<file path="src/rtl/wb_slave_mux.sv">
// Wishbone slave mux: routes one registered master request to one of four
// slaves and returns registered ack/err/data pulses, with a per-access timeout.
module wb_slave_mux #(
    parameter int unsigned ADR_LSB = 10,
    parameter logic [3:0]  SLV_EN  = 4'b1111,
    parameter int unsigned TIMEOUT = 255
) (
    input  logic         clk_i,
    input  logic         rst_n,
    input  logic [31:0]  m_dat_i,
    input  logic [31:0]  m_adr_i,
    input  logic [3:0]   m_sel_i,
    input  logic         m_we_i,
    input  logic         m_cyc_i,
    input  logic         m_stb_i,
    output logic [31:0]  m_dat_o,
    output logic         m_ack_o,
    output logic         m_err_o,
    output logic [31:0]  sl_dat_o,
    output logic [31:0]  sl_adr_o,
    output logic [3:0]   sl_sel_o,
    output logic         sl_we_o,
    output logic [3:0]   sl_cyc_o,
    output logic [3:0]   sl_stb_o,
    input  logic [127:0] sl_dat_i,
    input  logic [3:0]   sl_ack_i,
    input  logic [3:0]   sl_err_i
);

    typedef enum logic [1:0] {
        IDLE,
        WAIT,
        RESP
    } state_t;

    localparam logic [7:0] TO = 8'(TIMEOUT);

    state_t      state_q, state_d;
    logic [7:0]  cnt_q, cnt_d;
    logic [1:0]  idx_q, idx_d;
    logic [31:0] m_dat_q, m_dat_d;
    logic        m_ack_q, m_ack_d;
    logic        m_err_q, m_err_d;
    logic [31:0] sl_dat_q, sl_dat_d;
    logic [31:0] sl_adr_q, sl_adr_d;
    logic [3:0]  sl_sel_q, sl_sel_d;
    logic        sl_we_q, sl_we_d;
    logic [3:0]  sl_cyc_q, sl_cyc_d;
    logic [3:0]  sl_stb_q, sl_stb_d;

    logic [1:0]  req_idx;
    logic        sel_ack;
    logic        sel_err;
    logic [31:0] sel_dat;

    assign req_idx = m_adr_i[ADR_LSB+1:ADR_LSB];
    // Only the latched slave is listened to; all others are ignored.
    assign sel_ack = sl_ack_i[idx_q];
    assign sel_err = sl_err_i[idx_q];
    assign sel_dat = sl_dat_i[32*idx_q +: 32];

    always_comb begin
        state_d  = state_q;
        cnt_d    = cnt_q;
        idx_d    = idx_q;
        m_dat_d  = m_dat_q;
        m_ack_d  = 1'b0;
        m_err_d  = 1'b0;
        sl_dat_d = sl_dat_q;
        sl_adr_d = sl_adr_q;
        sl_sel_d = sl_sel_q;
        sl_we_d  = sl_we_q;
        sl_cyc_d = sl_cyc_q;
        sl_stb_d = sl_stb_q;
        unique case (state_q)
            IDLE: begin
                if (m_cyc_i && m_stb_i) begin
                    sl_adr_d = m_adr_i;
                    sl_dat_d = m_dat_i;
                    sl_sel_d = m_sel_i;
                    sl_we_d  = m_we_i;
                    idx_d    = req_idx;
                    if (SLV_EN[req_idx]) begin
                        sl_cyc_d = 4'b0001 << req_idx;
                        sl_stb_d = 4'b0001 << req_idx;
                        cnt_d    = 8'd0;
                        state_d  = WAIT;
                    end else begin
                        m_err_d = 1'b1;
                        state_d = RESP;
                    end
                end
            end
            WAIT: begin
                if (sel_ack || sel_err) begin
                    m_ack_d  = sel_ack;
                    m_err_d  = sel_err & ~sel_ack;
                    if (sel_ack && !sl_we_q) begin
                        m_dat_d = sel_dat;
                    end
                    sl_cyc_d = 4'b0000;
                    sl_stb_d = 4'b0000;
                    state_d  = RESP;
                end else if (!m_cyc_i) begin
                    sl_cyc_d = 4'b0000;
                    sl_stb_d = 4'b0000;
                    state_d  = IDLE;
                end else if (cnt_q == TO) begin
                    m_err_d  = 1'b1;
                    sl_cyc_d = 4'b0000;
                    sl_stb_d = 4'b0000;
                    state_d  = RESP;
                end else begin
                    cnt_d = cnt_q + 8'd1;
                end
            end
            // One dead cycle lets upstream drop its strobe before re-arming.
            RESP: state_d = IDLE;
            default: state_d = IDLE;
        endcase
    end

    always_ff @(posedge clk_i or negedge rst_n) begin
        if (!rst_n) begin
            state_q  <= IDLE;
            cnt_q    <= 8'd0;
            idx_q    <= 2'd0;
            m_dat_q  <= 32'd0;
            m_ack_q  <= 1'b0;
            m_err_q  <= 1'b0;
            sl_dat_q <= 32'd0;
            sl_adr_q <= 32'd0;
            sl_sel_q <= 4'd0;
            sl_we_q  <= 1'b0;
            sl_cyc_q <= 4'd0;
            sl_stb_q <= 4'd0;
        end else begin
            state_q  <= state_d;
            cnt_q    <= cnt_d;
            idx_q    <= idx_d;
            m_dat_q  <= m_dat_d;
            m_ack_q  <= m_ack_d;
            m_err_q  <= m_err_d;
            sl_dat_q <= sl_dat_d;
            sl_adr_q <= sl_adr_d;
            sl_sel_q <= sl_sel_d;
            sl_we_q  <= sl_we_d;
            sl_cyc_q <= sl_cyc_d;
            sl_stb_q <= sl_stb_d;
        end
    end

    assign m_dat_o  = m_dat_q;
    assign m_ack_o  = m_ack_q;
    assign m_err_o  = m_err_q;
    assign sl_dat_o = sl_dat_q;
    assign sl_adr_o = sl_adr_q;
    assign sl_sel_o = sl_sel_q;
    assign sl_we_o  = sl_we_q;
    assign sl_cyc_o = sl_cyc_q;
    assign sl_stb_o = sl_stb_q;

endmodule

</file>
<file path="config.mk">
export PLATFORM = sky130hd
export DESIGN_NAME = wb_slave_mux
export DESIGN_NICKNAME = d
export VERILOG_FILES = /design/src/rtl/wb_slave_mux.sv
export SDC_FILE = /design/constraint.sdc
export NUM_CORES = 1
export LEC_CHECK = 0
export CORE_AREA = 2 2 125 127
export CTS_BUF_LIST = sky130_fd_sc_hd__clkbuf_4 sky130_fd_sc_hd__clkbuf_8
export CTS_CLUSTER_SIZE = 40
export DETAILED_ROUTE_END_ITERATION = 8
export DIE_AREA = 0 0 127 129
export GPL_TIMING_DRIVEN = 0
export PLACE_DENSITY = 0.89
export REMOVE_ABC_BUFFERS = 1
export SLEW_MARGIN = 20
export SYNTH_ARGS = -nofsm -noshare
export SYNTH_HDL_FRONTEND = slang
export SYNTH_SLANG_ARGS = --single-unit
</file>
<file path="constraint.sdc">
create_clock -name clk_i -period 2.25 [get_ports clk_i]
set_input_delay 0.45 -clock clk_i [delete_from_list [all_inputs] [get_ports clk_i]]
set_output_delay 0.45 -clock clk_i [all_outputs]
set_load 0.005 [all_outputs]
</file>
==> results of run 1 <==
==> layout by cell type (no fill, tap or decap), drive strengths merged, types with 2 or more instances in the layout <==
cell type and count:
a21oi 3, a311o 4, a31o 2, a31oi 2, and3 6, buf 19, bufinv 3, clkbuf 17
clkdlybuf4s50 317, clkinv 3, clkinvlp 3, dfrtp 117, inv 7, mux2 34, mux2i 4, mux4 33
nand2 215, nand2b 3, nand3 2, nand3b 5, nor2 8, nor2b 3, nor3 4, nor4 2
o21ai 4
==> synthesized netlist by cell type <==
cell      count
nand2_1     215
dfrtp_1     117
mux4_2       33
mux2_4       30
clkbuf_1     19
nor2_1        8
and3_1        6
buf_4         6
a311o_1       4
buf_2         4
buf_6         4
mux2_2        4
nand3b_1      4
nor3_1        4
o21ai_0       4
a21oi_1       3
mux2i_1       3
nand2b_1      3
nor2b_1       3
buf_1         2
nand3_1       2
nor4_1        2
a31o_1        1
a31o_2        1
a31oi_1       1
a31oi_4       1
a41oi_1       1
ha_1          1
inv_1         1
mux2i_2       1
nand3b_4      1
nand4_1       1
nand4b_1      1
nor4bb_1      1
o22a_1        1
o32ai_1       1
or3_1         1
or3b_1        1
==> per-layer routing <==
layer	up-vias	track usage, %
li1	2322	-
met1	2496	27.85
met2	178	40.51
met3	32	6.112
met4	0	8.403
met5	-	0
==> critical path, delay by kind of cell (launching register included) <==
family | cells | cell delay, ns
mux | 3 | 0.97
flops | 1 | 0.49
simple gates | 1 | 0.31
buf+inv | 1 | 0.24
==> sequential cells by signal (all words and copies together) (netlist names) <==
signal / cells
sl_sel_o: 4
sl_cyc_o: 4
m_ack_o: 1
state_q: 2
sl_dat_o: 32
sl_adr_o: 31
m_dat_o: 32
cnt_q: 8
idx_q: 1
m_err_o: 1
sl_we_o: 1
==> per-stage QoR <==
step | instances | setup WS, ns | hold slack (ns)
after global routing | 1019 | 0.008211 | 0.5017
final | 1020 | 0.08151 | 0.4761
after floorplan | 461 | -4.110 | 0.1544
after detailed placement | 981 | -0.7505 | 0.4093
after global placement | 968 | -8.313 | 0.4558
after CTS | 1018 | 0.01992 | 0.4804
==> what timing repair did <==
item / 4_1_cts / 5_1_grt
pin swaps: 2 / 0
endpoints found under the hold margin: 46 / 0
setup buffers: 4 / 1
endpoints found under the setup margin: 79 / 3
resized for setup: 1 / 1
hold buffers: 1 / 0
==> cell families after synthesis <==
| logic type | after synthesis | share of synthesized area, % |
|---|---|---|
| AO/OA/AOI/OAI | 18 | 2.611 |
| flip-flops | 117 | 52.22 |
| multiplexers | 71 | 22.87 |
| AND/OR/NAND/NOR | 253 | 18.63 |
| buffers and inverters | 36 | 3.437 |
| adder cells (fa/ha/maj) | 1 | 0.2231 |
==> layout make-up <==
| class | count | area, um2 |
|---|---|---|
| Antenna cell | 1 | 2.502 |
| Clock inverter | 15 | 196.4 |
| Fill cell | 1173 | 5433 |
| Clock buffer | 17 | 234.0 |
| Timing Repair Buffer | 338 | 3433 |
| Inverter | 1 | 3.754 |
| Tap cell | 188 | 235.2 |
| Multi-Input combinational cell | 343 | 2506 |
| Sequential cell | 117 | 2933 |
==> where the power goes <==
group          leakage (nW)  switching (W)  internal (W)  total, W
logic                  2.66        0.00132       0.00255   0.00387
registers              1.45       0.000495       0.00282   0.00331
clock network         0.208       0.000969       0.00113   0.00210
==> worst max-delay path by stage <==
stage                         to  slack (ns)  cells past startpoint
global placement     sl_cyc_o[0]       -8.31                      5
detailed placement   sl_cyc_o[2]       -0.75                      8
floorplan            sl_cyc_o[0]       -4.11                      4
global route        sl_adr_o[11]       0.008                      2
finish               m_dat_o[31]        0.08                      5
CTS                  sl_cyc_o[0]        0.02                      8
==> reports/metrics.cfg, run 1 <==
[cts]
htreeDepth=4
clk_pin_slew_ns=0.08
cts-buffers-inserted=17
clockBufferDepth=2
cts_tree=yes
cts_root_buf=clkbuf_8
clk_latency_ns=0.42
cts_sinks=117

[cells_and_area]
area.growth.synth_to_final_pct=70.23
design_area_um2=9544
drive_gt1_share_pct=15.16
final_nets=1028
utilization_pct=63.73

[synthesis]
synth_area_leaders=dfrtp_1, nand2_1, mux4_2
ys_ff_latch=117
synth_top_area_share_pct=52.22
syn_area_um2=5607
yosysTopAreaCell=dfrtp_1
synthCells=496
ys_warn_count=0
yosysSeqAreaShare_pct=52.22
postSynthAreaPerCell_um2=11.30
ys_types=38

[pwr]
power.leakage_nw=4.325
ir_drop_uv=591.5
finalPower_w=0.009277
power_density_nw_per_um2=972.0

[floorplan]
die_area_um2=16380
coreArea_um2=14980
die_x_um=127
die_height_um=129
io-pin-count=320
rows=45
start_util_pct=37.44

[global_route]
grt_pass1_wl_um=28930
grt_max_degree=72
first_global_vias=5338
antenna_found_initial=0
grt_usage_pct=23.21
gr-total-overflow=0

[min_path]
hold_class=register to register
worstHoldPathCells=2
min_from=sl_dat_o[23]
min_to=sl_dat_o[23]

[critical_path]
timing.rr.end=m_dat_o[31]
cp-end-kind=register
timing.critical_path.from=sl_adr_o[11]
path_cells=mux2_2, mux2i_2, or3_4, buf_12, mux2_4
worstPathMaxFanout=23
path_class=register to register
r2r-start=sl_adr_o[11]
cp.arrival_ns=2.47
critPathSlowestCell=dfrtp_2
rr_worst_depth=5
startpoint_type=register
r2r_slack_ns=0.08
slowest_delay_ns=0.49
required_ns=2.55

[routing]
wl_um=18830
postRouteAntennaNets=0
via_per_inst=4.929
met2_length_um=9875
route.met3.wl_um=996
wl_per_cell_um=18.46
vias=5028
drtPass1Iterations=5
drt-initial-drc-count=199
drc=0
wl_met1_um=7526
highest_layer=met4

[sta]
worstMarginPinSlew_ns=0.5920
hold_violations=0
relSlewSlack_pct=60.35
finalCriticalPeriod_ns=2.168
rsz0062_at_grt=false
setup-tns-final_ns=0
drv_slew=0
min_period_over_period_pct=96.38
fin_skew_ns=0.007553
setup_viol=0
clock.fmax_ghz=0.4612

[placed_design]
port_buffers=319
gp_congestion=0.8118
place_area_um2=9037
dp_hpwl_um=14270

[run]
maxCapViolCount=0

[outcome]
status=finished, final reports clean

No activity file was read; power rests on OpenSTA's default activity.
==> run 2: changes to the inputs <==
==> constraint.sdc (replaced) <==
create_clock -name clk_i -period 2.25 [get_ports clk_i]
set_input_delay 0.675 -clock clk_i [delete_from_list [all_inputs] [get_ports clk_i]]
set_output_delay 0.675 -clock clk_i [all_outputs]
set_load 0.005 [all_outputs]
==> run 2 against run 1 <==
Net effect:
- setup slack improved by 0.031 ns
- register-to-register slack better by 0.04 ns
- die area stayed put
==> reports/metrics.cfg, run 2 (same netlist as run 1, synthesis figures left out) <==
[placed_design]
port_buffers=319  ; unchanged
dp_hpwl_um=14270  ; unchanged
gp_congestion=0.8118  ; unchanged
place_area_um2=9037  ; unchanged
dp_slack_ns=-0.9755  ; -0.2250 ns

[routing]
drtPass1Iterations=4  ; -1
wl_um=19230  ; +2.2%
drc=0  ; unchanged
wl_per_cell_um=18.73  ; +1.5%
drt-initial-drc-count=173  ; -13%
vias=5072  ; +0.88%
postRouteAntennaNets=0  ; unchanged
via_per_inst=4.939  ; +0.19%

[critical_path]
worstPathMaxFanout=3  ; -87%
startpoint_type=register
slowest_delay_ns=0.49  ; about the same
path_cells=buf_12, clkdlybuf4s50_1
crit_buf_inv=2  ; +1
cp-end-kind=output pin
path_class=register to output pin
required_ns=1.57  ; -0.98 ns
critPathSlowestCell=clkdlybuf4s50_1
crit_family=buffers and inverters
cp.arrival_ns=1.46  ; -1.01 ns

[floorplan]
die_x_um=127  ; unchanged
coreArea_um2=14980  ; unchanged
die_height_um=129  ; unchanged
die_area_um2=16380  ; unchanged
rows=45  ; unchanged
start_util_pct=37.44  ; unchanged
io-pin-count=320  ; unchanged

[sta]
worstMarginPinSlew_ns=0.6385  ; +0.04655 ns
hold_violations=0  ; unchanged
finalCriticalPeriod_ns=2.138  ; -0.03090 ns
relSlewSlack_pct=57.23  ; -3.1 points
fin_ws_ns=0.1124  ; +0.03090 ns
setup_viol=0  ; unchanged
fin_skew_ns=0.008033  ; +0.0004805 ns
min_period_over_period_pct=95.00  ; -1.4 points
rsz0062_at_grt=false
drv_slew=0  ; unchanged
clock.fmax_ghz=0.4678  ; +1.4%
holdWs_ns=0.1600  ; -0.3161 ns
setup-tns-final_ns=0  ; unchanged

[global_route]
gr-total-overflow=0  ; unchanged
grt_max_degree=72  ; unchanged
grt_usage_pct=23.65  ; +0.44 points
grt_pass1_wl_um=29400  ; +1.6%
first_global_vias=5406  ; +1.3%
antenna_found_initial=0  ; unchanged

[cells_and_area]
area.growth.synth_to_final_pct=71.88
layout_common_cells=clkdlybuf4s50_1, nand2_1, dfrtp_1
utilization_pct=64.34  ; +0.62 points
drive_gt1_share_pct=16.09  ; +0.93 points
design_area_um2=9637  ; +0.97%
mostFrequentLayoutCell=clkdlybuf4s50_1
nFillCells=1170  ; -0.26%
final_nets=1036  ; +0.78%
n_antenna_cell=0  ; -1

[outcome]
status=finished, final reports clean

[cts]
cts_root_buf=clkbuf_8
cts_sinks=117  ; unchanged
htreeDepth=4  ; unchanged
cts_tree=yes
cts-buffers-inserted=17  ; unchanged
clk_pin_slew_ns=0.08  ; about the same
clockBufferDepth=2  ; unchanged
cts_hold_buf=0  ; -1
clk_latency_ns=0.43  ; about the same

[min_path]
hold_class=input pin to asynchronous set/reset pin

[pwr]
power.leakage_nw=4.370  ; +1.0%
power_density_nw_per_um2=975.9  ; +0.41%
ir_drop_uv=621.8  ; +5.1%

[run]
maxCapViolCount=0  ; unchanged

run 2: cell count changes in the layout (fill, tap and decap cells not counted), sizes merged:
cell,change
diode,-1
dlymetal6s2s,-1
bufbuf,+1
dlygate4sd3,-1
dlygate4sd2,+1
buf,+8
run 2: repair_timing:
| action | in CTS | in global routing |
|---|---|---|
| endpoints found under the setup margin | 108 | 7 |
| resized for setup | 3 | 2 |
| pin swaps | 2 | 1 |
| setup buffers | 9 | 5 |
| cloned | 1 | 0 |
run 2: area by class of cell:
| class | instances | area (um2) | share of cell area, % |
|---|---|---|---|
| well taps | 188 | 235.2 | 2.441 |
| inverters | 1 | 3.754 | 0.03895 |
| clock inverters | 15 | 196.4 | 2.038 |
| clock buffers | 17 | 234.0 | 2.428 |
| repair buffers | 346 | 3520 | 36.52 |
| multi-input cells | 343 | 2515 | 26.10 |
| flip-flops and latches | 117 | 2933 | 30.43 |
run 2: routing by layer:
layer | global-route usage (%) | vias up | part of all wire, %
met5 | 0 | - | 0
met4 | 7.886 | 0 | 2.0
met3 | 6.320 | 30 | 5.3
met2 | 41.49 | 175 | 52
met1 | 28.42 | 2524 | 41
li1 | - | 2343 | -
run 2: final timing paths:
check                              from      endpoint  slack [ns]  depth (start not counted)
hold / removal                    rst_n   m_dat_o[23]        0.16                          1
max in group asynchronous         rst_n  sl_adr_o[11]        1.36                          2
setup / recovery           sl_adr_o[11]  sl_adr_o[11]        0.11                          2
hold reg to reg            sl_dat_o[23]  sl_dat_o[23]        0.48                          2
setup reg to reg           sl_adr_o[11]   m_dat_o[31]        0.12                          6
min in group clk_i         sl_dat_o[23]  sl_dat_o[23]        0.48                          2
run 2: worst reg2reg max path, delay by kind of cell (launching register included):
kind	cells	cell delay, ns
buffers and inverters	2	0.40
DFF	1	0.45
muxes	3	0.70
and+or+nand+nor	1	0.47
run 2: where the power goes:
part | total [W] | switching [W] | internal, W
Combinational | 0.00402 | 0.00139 | 0.00263
Sequential | 0.00328 | 0.000464 | 0.00282
Clock | 0.00211 | 0.000979 | 0.00113
Total | 0.00940 | 0.00283 | 0.00657
run 2: metrics by stage:
step	power, W	instances
floorplan	0.004799	461
global placement	0.007015	968
detailed placement	0.007156	981
CTS	0.009490	1023
global route	0.009897	1027
finish	0.009405	1027
==> run 3: changes to the inputs <==
--- a/config.mk
+++ b/config.mk
@@ -10,8 +10,9 @@
 export CTS_CLUSTER_SIZE = 40
 export DETAILED_ROUTE_END_ITERATION = 8
 export DIE_AREA = 0 0 127 129
+export DONT_BUFFER_PORTS = 1
 export GPL_TIMING_DRIVEN = 0
-export PLACE_DENSITY = 0.89
+export PLACE_DENSITY = 0.61
 export REMOVE_ABC_BUFFERS = 1
 export SLEW_MARGIN = 20
 export SYNTH_ARGS = -nofsm -noshare
==> run 3 against run 2 <==
Net effect:
- the flow now finishes with violations (negative hold slack)
- critical path depth is 3 higher
- sequential share of layout area is 16 points higher
- total power is 19% lower
- hold slack worse by 0.24 ns
- register-to-register slack worse by 0.03 ns
- combinational power is 54% lower
- final area is 34% lower
- clock power is 4% higher
- cell count is 32% lower
- highest routed layer is now met5
==> reports/metrics.cfg, run 3 (same netlist as run 1, synthesis figures left out) <==
[cells_and_area]
area.growth.synth_to_final_pct=13.50
instances_no_fill=703  ; -32%
n_antenna_cell=0  ; unchanged
drive_gt1_share_pct=25.05  ; +9.0 points
utilization_pct=42.49  ; -22 points
nFillCells=1413  ; +21%
layout_common_cells=nand2_1, dfrtp_1, mux4_2
final_nets=712  ; -31%
mostFrequentLayoutCell=nand2_1

[global_route]
grt_usage_pct=18.57  ; -5.1 points
grt_max_degree=118  ; +64%
grt_pass1_wl_um=22480  ; -24%
antenna_found_initial=1  ; +1
grtUsageMet1_pct=21.73  ; -6.7 points
first_global_vias=3800  ; -30%
grt_util_met2_pct=31.02  ; -10 points
busiest_layer=met2
grt_use_met3_pct=7.318  ; +1.0 points
gr-total-overflow=0  ; unchanged

[floorplan]
rows=45  ; unchanged
die_height_um=129  ; unchanged
die_area_um2=16380  ; unchanged
coreArea_um2=14980  ; unchanged
io-pin-count=320  ; unchanged
die_x_um=127  ; unchanged
start_util_pct=37.44  ; unchanged

[placed_design]
port_buffers=0  ; -100%
gp_congestion=0.8962  ; +10%
dp_hpwl_um=10980  ; -23%
place_inst=657  ; -33%

[critical_path]
crit_buf_inv=1  ; -1
timing.critical_path.from=sl_adr_o[11]
crit_family=multiplexers
path_cells=mux2_2, mux2i_2, or3_4, buf_12, mux2_2
critPathSlowestCell=dfrtp_4
r2r-start=sl_adr_o[11]
cp-end-kind=register
cp.arrival_ns=2.47  ; +1.01 ns
startpoint_type=register
slowest_delay_ns=0.53  ; +0.04 ns
crit_top_cell=mux2_2
required_ns=2.56  ; +0.99 ns
path_class=register to register
worstPathMaxFanout=24  ; +21

[sta]
min_period_over_period_pct=95.91  ; +0.91 points
fin_skew_ns=0.01290  ; +0.004871 ns
setup_viol=0  ; unchanged
clock.fmax_ghz=0.4634  ; -0.95%
rsz0062_at_grt=false
hold_violations=117  ; +117
relSlewSlack_pct=45.97  ; -11 points
finalCriticalPeriod_ns=2.158  ; +0.02041 ns
holdWs_ns=-0.07547  ; -0.2355 ns
worstMarginPinSlew_ns=0.8081  ; +0.1696 ns
drv_slew=0  ; unchanged

[routing]
postRouteAntennaNets=0  ; unchanged
drt-initial-drc-count=216  ; +25%
vias=3850  ; -24%
wl_per_cell_um=22.42  ; +20%
drc=0  ; unchanged
via_per_inst=5.477  ; +11%
wl_um=15760  ; -18%
drtPass1Iterations=5  ; +1

[cts]
htreeDepth=4  ; unchanged
clk_latency_ns=0.44  ; about the same
clk_pin_slew_ns=0.08  ; about the same
cts-buffers-inserted=17  ; unchanged
clockBufferDepth=2  ; unchanged
cts_sinks=117  ; unchanged
cts_root_buf=clkbuf_8
cts_tree=yes

[outcome]
status=finished with violations
violations=negative hold slack

[pwr]
ir_drop_uv=541.6  ; -13%
power.leakage_nw=3.102  ; -29%
finalPower_w=0.007622  ; -19%
power_density_nw_per_um2=1198  ; +23%

[min_path]
hold_class=input pin to asynchronous set/reset pin

[run]
maxCapViolCount=0  ; unchanged

[run 3: routing by layer]
metal	share of wire, %	up-vias
li1	-	1693
met1	38	1926
met2	51	206
met3	9.0	23
met4	1.9	2
met5	0.089	-
[run 3: final timing paths]
kind                                 to  slack (ns)  cells after the start
hold / removal             sl_adr_o[19]       -0.08                      0
hold reg to reg                cnt_q[2]        0.50                      1
setup / recovery             m_dat_o[1]        0.09                      5
max in group asynchronous      idx_q[0]        2.15                      0
min in group clk_i          sl_adr_o[9]        0.34                      2
setup reg to reg             m_dat_o[1]        0.09                      5
[run 3: worst register-to-register path: cells and delay by family (launching register included)]
| kind | cells | cell delay, ns |
|---|---|---|
| flops | 1 | 0.53 |
| buf+inv | 1 | 0.22 |
| simple gates | 1 | 0.24 |
| mux | 3 | 1.04 |
[run 3: area by class of cell]
class                   instances  area [um2]  share of cell area, %
flip-flops and latches        117        2935                  46.13
multi-input cells             343        2506                  39.38
clock buffers                  19       255.2                  4.011
well taps                     188       235.2                  3.696
repair buffers                 22       232.7                  3.657
clock inverters                13       195.2                  3.067
inverters                       1       3.754                0.05899
[run 3: timing repair]
item	CTS	global route
setup buffers	5	9
gates cloned	0	0
setup endpoints to repair	44	14
hold endpoints to repair	117	117
resized for setup	2	0
pin swaps	0	2
[run 3: per-stage QoR]
step           setup TNS (ns)  hold WS [ns]  setup WS, ns  cell area (um2)
6_report                    0      -0.07547       0.09199             6364
4_1_cts                     0       -0.1099       0.02561             6296
2_1_floorplan         -332.25        0.3794        -4.335             5418
3_5_place_dp           -17.79        0.3813       -0.5648             5758
5_1_grt                     0       -0.1127       0.01750             6364
3_3_place_gp          -528.41        0.3821        -6.694             5653
[run 3: power by group]
| part | internal (W) | switching (W) |
|---|---|---|
| registers | 0.00283 | 0.000738 |
| logic | 0.00110 | 0.000765 |
| clock network | 0.00127 | 0.000928 |
| total | 0.00519 | 0.00243 |
==> RTL edit 1: new RTL, config.mk and constraints of run 1 <==
Register the output `m_err_o` once more, cleared by the reset; this adds one clock of latency there. The other outputs are not delayed to match.
--- a/src/rtl/wb_slave_mux.sv
+++ b/src/rtl/wb_slave_mux.sv
@@ -152,7 +152,13 @@
 
     assign m_dat_o  = m_dat_q;
     assign m_ack_o  = m_ack_q;
-    assign m_err_o  = m_err_q;
+    always_ff @(posedge clk_i or negedge rst_n) begin
+        if (!rst_n) begin
+            m_err_o <= '0;
+        end else begin
+            m_err_o <= m_err_q;
+        end
+    end
     assign sl_dat_o = sl_dat_q;
     assign sl_adr_o = sl_adr_q;
     assign sl_sel_o = sl_sel_q;
Behaviour: not the same (a bounded check fails within 4 cycles, from zero or initial values and one cycle with rst_n low).
==> RTL edit 1 against run 1 <==
Clock skew rose by 3.5 ps; via count rose by 0.80%; setup slack improved by 40 ps; fmax rose by 1.9%; cell area fell by 0.13%; sequential cell count rose by 1; area after synthesis rose by 0.42%; global-route usage rose by 0.33 points; power fell by 0.58%; clock power fell by 5%; routed wire length rose by 1.9%; largest power group unchanged.
==> RTL edit 1: results <==
[logic_synthesis]
synth_cells = 496
synthArstFlopShare_pct = 100
netlist_top_cells_count = "nand2_1, dfrtp_1, mux4_2"
synth_seq_area_share_pct = 52.4
ys_top_cells_by_area = "dfrtp_1, nand2_1, mux4_2"

[placement]
port_buffers = 319
post_dp_cell_area_sq_um = 9060
finalWeightedCongestion = 0.851
preCtsSetupSlack_ps = -778
dp_cells = 981
dpl.hpwl_mm = 14.6

[final_layout]
finalNetCount = 1027
drive_above_1_share_pct = 15.1
nFillCells = 1135
num_antenna_cells = 0

[hold_path]
worstHoldPathType = "flop to flop"
worstHoldStart = "m_err_q$_DFF_PN0_"
whs_endpoint = "m_err_o$_DFF_PN0_"
min_path_cells = 0

[timing]
post-route-period-util_pct = 94.6
skew_ps = 11.0
slew_headroom_pct = 62.9
whs_ps = 356

[cts]
post_cts_resized = 0
cts_setup_buffers = 4
insertion_delay_ps = 430
clk_pin_slew_ps = 70
cts_root_buffer = "clkbuf_8"
htreeDepth = 4

[global_route]
grt_use_met3_pct = 7.03
grt_max_degree = 63
grt_usage_pct = 23.5
grt_use_met2_pct = 41.0
grt_pass1_wl_mm = 29.2
met1_usage_pct = 26.7
grt_pass1_vias = 5301

[detailed_routing]
wire_per_inst_um = 18.9
dr.pass1.iters = 4
vias = 5068
drt-initial-drc-count = 269
routed_wl_mm = 19.2

[critical_path]
cp-start-kind = "flop"
worstReg2RegStart = "sl_adr_o[11]$_DFFE_PN0P_"
cp.arrival_ps = 2430
crit_fanout = 24
worstRegToRegCells = 5
r2r_slack_ps = 120
reg2reg_to = "m_dat_o[4]$_DFFE_PN0P_"

[pwr]
vdd_ir_drop_max_uv = 563
p_clk_share_pct = 21.7
p_sw_share_pct = 29.4
p_leak_nw = 4.33
p_per_area_nw_per_um2 = 968

[run_status]
status = "finished, final reports clean"
[RTL edit 1: cells by family after synthesis]
family	Yosys count	share of synthesized area, %
AOI/OAI and AO/OA	19	2.73
adders and majority gates	1	0.222
muxes	71	22.8
DFF	118	52.4
and+or+nand+nor	251	18.4
buffers and inverters	36	3.42
[RTL edit 1: final cells by class]
| class | instances | area (sq um) | area share, % |
|---|---|---|---|
| multi-input combinational | 342 | 2500 | 26.2 |
| inverter | 1 | 3.75 | 0.0394 |
| timing repair buffer | 337 | 3430 | 36.0 |
| clock buffer | 18 | 248 | 2.60 |
| clock inverter | 13 | 156 | 1.64 |
| sequential | 118 | 2960 | 31.0 |
| tap | 188 | 235 | 2.47 |
[RTL edit 1: critical path, stage by stage (launching register included)]
cell     delay (ps)
dfrtp_2         460
mux2_2          260
mux2i_2          90
or3_2           610
buf_12          250
mux2_4          310
[RTL edit 1: routing by layer]
layer	share of wire [%]	routed length, um
met5	0	0
met4	3.3	631
met3	6.6	1270
met2	52	9970
met1	38	7320
==> RTL edit 2: new RTL, config.mk and constraints of run 1 <==
Made on the original files. Change the parameter `SLV_EN` from 4'b1111 to 4'b0111.
--- a/src/rtl/wb_slave_mux.sv
+++ b/src/rtl/wb_slave_mux.sv
@@ -2,7 +2,7 @@
 // slaves and returns registered ack/err/data pulses, with a per-access timeout.
 module wb_slave_mux #(
     parameter int unsigned ADR_LSB = 10,
-    parameter logic [3:0]  SLV_EN  = 4'b1111,
+    parameter logic [3:0]  SLV_EN  = 4'b0111,
     parameter int unsigned TIMEOUT = 255
 ) (
     input  logic         clk_i,
Formal check against the unedited RTL: not equivalent (Yosys sat finds a counterexample within 4 cycles, from zero or initial values and one cycle with rst_n low).
==> RTL edit 2 against run 1 <==
Power up 20%; highest routed layer unchanged; routed wire length down 7.4%; area after synthesis down 3.3%; hold slack better by 27 ps; sequential share of layout area up 0.40 points; largest cell class unchanged; cell area down 1.3%; setup slack better by 60 ps; global-route usage down 2.2 points; count of clock-buffer cells in the layout up 2; clock power down 6%; combinational power up 39%; non-clock buffer count down 2; sequential cell count unchanged.
==> RTL edit 2: results <==
[pwr]
p_leak_nw = 3.79
p_per_area_nw_per_um2 = 1180
vdd_ir_drop_max_uv = 539
sequentialPowerShare_pct = 33.7
clock_power_mw = 1.97

[final_layout]
nFillCells = 1077
drive_above_1_share_pct = 27.5
clk_share_pct = 4.33
finalNetCount = 894
num_antenna_cells = 0
finalNonFillerCells = 885
buf_share_pct = 36.6
sh_seq_area_pct = 31.1
nNonClkBuffers = 336
multiInputGateArea_sq_um = 2370
inverters = 5

[logic_synthesis]
ys_top_cells_by_area = "dfrtp_1, mux2_2, mux4_2"
synth_cells = 355
netlist_top_cells_count = "dfrtp_1, mux2_2, mux4_2"

[hold_path]
min_path_cells = 1
whs_endpoint = "m_dat_o[20]$_DFFE_PN0P_"
worstHoldStart = "m_dat_o[20]$_DFFE_PN0P_"

[global_route]
grt_max_degree = 73

[critical_path]
reg2reg_to = "m_dat_o[9]$_DFFE_PN0P_"
crit_path_max_incr_delay_ps = 440
r2r_slack_ps = 140
crit_fanout = 27

[timing]
post-route-period-util_pct = 93.7
slew_headroom_pct = 69.9
skew_ps = 19.1

[run_status]
status = "finished, final reports clean"

[placement]
finalWeightedCongestion = 0.799
dp_cells = 845
post_dp_cell_area_sq_um = 8850
dpl.hpwl_mm = 12.9
preCtsSetupSlack_ps = -1390

[detailed_routing]
wire_per_inst_um = 19.7
drt-initial-drc-count = 174
-- RTL edit 2: cell types whose count changed in the layout (fill, tap and decap cells not counted), moves of 5 or more --
cell and change:
mux2_2 +96, and3_1 -6, mux2_4 -29, nand2_1 -205, buf_6 -5
-- RTL edit 2: kinds of logic (layout without fill, tap and decap cells) --
kind of cell	Yosys count	in the layout	synth area share (%)
mux	140	140	35.7
buf+inv	31	373	2.68
simple gates	41	41	4.02
compound gates	25	25	3.39
fa+ha+maj	1	1	0.231
flops	117	117	54.0
-- RTL edit 2: repair_timing --
action                     CTS  global route
hold buffers                 1             0
gates resized for setup      6             1
buffers inserted             6             3
pin swaps                    1             1
setup endpoints to repair   87            13
hold endpoints to repair    45             0
cloned                       2             0
-- RTL edit 2: per-layer routing --
layer	vias to the layer above	part of all wire, %	global-route usage [%]
met5	-	0	0
met4	0	1.5	6.59
met3	28	7.9	7.15
met2	244	54	38.1
met1	2187	37	23.3
li1	2005	-	-
